$ cat config.mk
export PLATFORM = sky130hd
export DESIGN_NAME = note_player_seq
export DESIGN_NICKNAME = d
export VERILOG_FILES = /design/src/rtl/note_player_seq.sv
export SDC_FILE = /design/constraint.sdc
export NUM_CORES = 1
export LEC_CHECK = 0
export BUFFER_PORTS_ARGS = -buffer_cell sky130_fd_sc_hd__clkbuf_2
export CAP_MARGIN = 20
export CELL_PAD_IN_SITES_DETAIL_PLACEMENT = 0
export CELL_PAD_IN_SITES_GLOBAL_PLACEMENT = 1
export CORE_MARGIN = 5
export CORE_UTILIZATION = 34
export DETAILED_ROUTE_END_ITERATION = 8
export PLACE_DENSITY = 0.72
export REMOVE_ABC_BUFFERS = 1
export SLEW_MARGIN = 20
export SYNTH_ARGS = -nofsm -noshare
export SYNTH_HDL_FRONTEND = slang
export SYNTH_SLANG_ARGS = --single-unit
$ cat constraint.sdc
create_clock -name clk -period 1.9 [get_ports clk]
set_clock_uncertainty 0.2 [all_clocks]
set_input_delay 0 -clock clk [delete_from_list [all_inputs] [get_ports clk]]
set_output_delay 0 -clock clk [all_outputs]
set_load 0.02 [all_outputs]
$ cat src/rtl/note_player_seq.sv
// Note sequencer: latches a note, times it in beats, strobes load/note_done from state.
// One cycle from a request sampled in PLAY to load/note_done; no backpressure, ignored requests are dropped.
module note_player_seq #(
  parameter int NOTE_W = 6,
  parameter int DUR_W  = 6,
  parameter bit REPEAT = 1'b0
) (
  input  logic              clk,
  input  logic              reset,
  input  logic              play_enable,
  input  logic              pause,
  input  logic              load_new_note,
  input  logic [NOTE_W-1:0] note_in,
  input  logic [DUR_W-1:0]  duration_in,
  input  logic              beat,
  output logic [NOTE_W-1:0] note_out,
  output logic              note_valid,
  output logic              load,
  output logic              note_done,
  output logic              timer_clear,
  output logic [DUR_W-1:0]  elapsed
);

  typedef enum logic [2:0] {IDLE, PLAY, LOAD, DONE, PAUSED} state_e;

  state_e              state_q, state_d;
  logic [NOTE_W-1:0]   note_q, note_d;
  logic [DUR_W-1:0]    dur_q, dur_d;
  logic [DUR_W-1:0]    elapsed_q, elapsed_d;
  logic                armed_q, armed_d;
  logic                valid_q, valid_d;
  logic                at_end;

  assign at_end = armed_q && (elapsed_q == dur_q);

  always_comb begin
    state_d   = state_q;
    note_d    = note_q;
    dur_d     = dur_q;
    elapsed_d = elapsed_q;
    armed_d   = armed_q;
    valid_d   = valid_q;

    unique case (state_q)
      IDLE: begin
        armed_d = 1'b0;
        if (play_enable) state_d = PLAY;
      end
      PLAY: begin
        if (!play_enable)       state_d = IDLE;
        else if (at_end)        state_d = DONE;
        else if (load_new_note) state_d = LOAD;
        else if (pause)         state_d = PAUSED;
        // The timer saturates at the programmed duration.
        if (beat && armed_q && (elapsed_q != dur_q)) elapsed_d = elapsed_q + DUR_W'(1);
      end
      LOAD:    state_d = PLAY;
      DONE:    state_d = PLAY;
      PAUSED: begin
        if (!play_enable) state_d = IDLE;
        else if (!pause)  state_d = PLAY;
      end
      default: state_d = IDLE;
    endcase

    // Entry actions take precedence over the running timer.
    if (state_d != state_q) begin
      unique case (state_d)
        IDLE: begin
          valid_d   = 1'b0;
          elapsed_d = '0;
          armed_d   = 1'b0;
        end
        LOAD: begin
          note_d    = note_in;
          dur_d     = duration_in;
          elapsed_d = '0;
          armed_d   = 1'b1;
          valid_d   = 1'b1;
        end
        DONE: begin
          elapsed_d = '0;
          if (!REPEAT) begin
            armed_d = 1'b0;
            valid_d = 1'b0;
          end
        end
        default: ;
      endcase
    end
  end

  always_ff @(posedge clk) begin
    if (reset) begin
      state_q   <= IDLE;
      note_q    <= '0;
      dur_q     <= '0;
      elapsed_q <= '0;
      armed_q   <= 1'b0;
      valid_q   <= 1'b0;
    end else begin
      state_q   <= state_d;
      note_q    <= note_d;
      dur_q     <= dur_d;
      elapsed_q <= elapsed_d;
      armed_q   <= armed_d;
      valid_q   <= valid_d;
    end
  end

  assign note_out    = note_q;
  assign note_valid  = valid_q;
  assign elapsed     = elapsed_q;
  assign load        = (state_q == LOAD);
  assign note_done   = (state_q == DONE);
  assign timer_clear = (state_q == IDLE) || (state_q == LOAD) || (state_q == DONE);

endmodule

==> results.yml <==
timing:
  rsz0062_at_grt: "yes"
  finalMaxSlewViolations: 0
  fmax_mhz: 524
  fin_crit_ns: 1.91
  setup_viol: 1
  finalHoldViolCount: 0
  relSlewSlack_pct: 75.4
  hold-worst-slack_ns: 0.0395
  timing.final.crit_share_pct: 100
  timing.final.ws_setup_ns: -0.00770
  tightest_slew_ns: 0.368
clocking:
  cts_tree: "done"
  path_clk_slew_ns: 0.08
  cts_buffer_depth: 2
  root_buffer: "clkbuf_8"
  cts_buffers: 3
  clk_latency_ns: 0.26
  ctsHtreeMaxLevel: 1
  cts_sinks: 23
yosys:
  synth_edf_count: 0
  async_flop_share_pct: 0
  ys_warn_count: 0
  syn_area_um2: 1250
  synth-seq-cells: 23
  ys_types: 37
  syn-mean-instance-area_um2: 9.11
  synthCells: 137
  ys.flop_type: "dfxtp_1"
  yosysSeqAreaShare_pct: 36.9
floorplan:
  fp.dieArea_um2: 4980
  die_y_um: 70.6
  core_area_um2: 3610
  num_rows: 22
  start_util_pct: 34.6
  die_w_um: 70.6
  ioPinCount: 34
final_layout:
  nets: 221
  postLayoutCellArea_um2: 1910
  diodes: 0
  n_fill_cell: 327
  area_growth_pct: 53.3
  drive_gt1_share_pct: 44.3
place:
  detailed_place.area_um2: 1590
  io_buffers: 33
  gp_congestion: 0.752
  dp_hpwl_um: 2300
route:
  drtPass1Iterations: 4
  wl_per_cell_um: 13.3
  dr_total_vias: 1254
  first_iter_violations: 74
  via_per_inst: 5.04
  ant_nets: 0
  wl_um: 3310
  remaining_drc_errors: 0
power:
  power_density_nw_per_um2: 495
  switching_power_uw: 235
  clock_power_share_pct: 31.4
  p_int_uw: 714
  seqPwrFrac_pct: 52.1
  ir_worst_vdd_mv: 0.332
  total_power_uw: 948
  p_sw_share_pct: 24.7
  p_comb_share_pct: 16.4
  p_leak_nw: 0.785
grt:
  grt_max_degree: 17
  grt_pass1_wl_um: 5200
  overflow: 0
  antenna_found_initial: 0
  grt_usage_pct: 12.8
  first_global_vias: 1215
outcome:
  outcome: "finished, violations left"
  violations: "negative setup slack"
critical_path:
  r2r_start: "elapsed[1]"
  critPathRequiredTime_ns: 1.87
  crit_path_end_kind: "flop"
  arrival_ns: 1.88
  cpPeakStageDelay_ns: 0.34
  worst-path-max-fanout: 6
  crit_path_start: "elapsed[1]"
  cpMaxStageDelayCell: "dfxtp_2"
  worstSetupPathType: "flop to flop"
  worstSetupStartpointType: "flop"
  cp_cell_sequence: "xor2_2 -> nor4_4 -> buf_6 -> a31o_4 -> a211oi_2 -> buf_4 -> nor3_2"
  path_buf_inv: 2
  crit_family: "simple AND/OR/NAND/NOR gates"
flow_run:
  maxCapViolCount: 0
worst_hold_path:
  worstHoldPathType: "primary input to flop"
  min_from: "pause"
==> final cells by class <==
| type | instances | area [um2] | area share, % |
|---|---|---|---|
| Tap cell | 48 | 60.1 | 3.14 |
| Inverter | 4 | 15.0 | 0.784 |
| Clock buffer | 4 | 45.0 | 2.35 |
| Timing Repair Buffer | 65 | 458 | 23.9 |
| Multi-Input combinational cell | 105 | 865 | 45.2 |
| Sequential cell | 23 | 472 | 24.6 |
==> metal layers <==
layer  wire (um)  up-vias  global-route usage, %
met3         189        9                   2.27
met5           0        -                      0
met4          87        0                   5.01
li1            -      614                      -
met1        1400      588                   15.2
met2        1620       43                   22.8
==> flip-flops by register name (all words and copies together) (netlist names) <==
name,count
elapsed,6
note_valid,1
note_out,6
dur_q,6
state_q,3
armed_q,1
==> Yosys cell counts (2+ instances only) <==
cell      count  area share (%)
a211oi_1      7             4.2
a21o_1        2             1.2
and2_1        2             1.0
and3_1        2             1.0
and4_1        3             2.1
clkbuf_1      4             1.2
dfxtp_1      23              37
inv_1         3            0.90
mux2i_1      13              10
nand2_1      26             7.8
nand3_1       3             1.2
nor2_1        4             1.2
nor2b_1       4             2.0
nor3_1        9             3.6
o21ai_0       2            0.80
xnor2_1       4             2.8
xor2_1        6             4.2
==> power groups by stage <==
stage / combinational, mW / sequential, mW / clock (mW)
after floorplan: 0.0613 / 0.509 / 0
after global placement: 0.117 / 0.505 / 0
after detailed placement: 0.120 / 0.505 / 0
after CTS: 0.145 / 0.494 / 0.307
after global routing: 0.168 / 0.495 / 0.328
final: 0.156 / 0.494 / 0.298
==> path summary, 6_finish.rpt <==
kind            endpoint  slack (ns)  cells past startpoint
max           elapsed[1]      -0.008                      7
min           state_q[2]        0.04                      4
min reg2reg  note_out[1]        0.27                      2
max reg2reg   elapsed[1]      -0.008                      7
==> worst register-to-register path, cell delays in order, from the launching register on <==
cell and delay [ns]:
dfxtp_2 0.34, xor2_2 0.18, nor4_4 0.28, buf_6 0.17
a31o_4 0.19, a211oi_2 0.07, buf_4 0.18, nor3_2 0.20
==> stage by stage <==
stage	utilization (%)	setup slack [ns]	TNS [ns]	cells
final	53.1	-0.00770	-0.00770	249
after global routing	53.1	-0.0986	-1.11	249
after CTS	50.7	-0.0136	-0.0254	249
after detailed placement	44.1	-0.118	-1.14	231
after global placement	44.1	-0.0546	-0.115	231
after floorplan	-	-0.322	-5.44	132
==> what timing repair did <==
action                                  4_1_cts  5_1_grt
pin swaps                                     6        4
resized for setup                            15       18
gates cloned                                  0        0
hold buffers                                 13        0
setup buffers                                 1        0
endpoints found under the setup margin       20       20
endpoints found under the hold margin        15        0
==> layout by cell type, fill, tap and decap left out, types with 3 or more instances in the layout <==
| cell | n |
|---|---|
| nor3_2 | 4 |
| nor2b_1 | 4 |
| nor3_1 | 4 |
| xnor2_1 | 3 |
| dfxtp_2 | 9 |
| nand3_1 | 3 |
| and4_1 | 3 |
| nor2_1 | 3 |
| clkbuf_8 | 3 |
| dfxtp_1 | 14 |
| nand2_1 | 26 |
| clkbuf_2 | 33 |
| inv_1 | 3 |
| buf_4 | 16 |
| a211oi_2 | 5 |
| mux2i_1 | 13 |
| xor2_2 | 5 |
| dlygate4sd3_1 | 13 |
==> cell families after synthesis <==
logic type | share of synthesized area, %
adder cells (fa/ha/maj) | 1.00
buffers and inverters | 3.61
AO/OA/AOI/OAI | 16.2
XOR/XNOR | 7.01
AND/OR/NAND/NOR | 24.8
multiplexers | 10.4
flip-flops | 36.9
No activity file was read; power rests on OpenSTA's default activity.
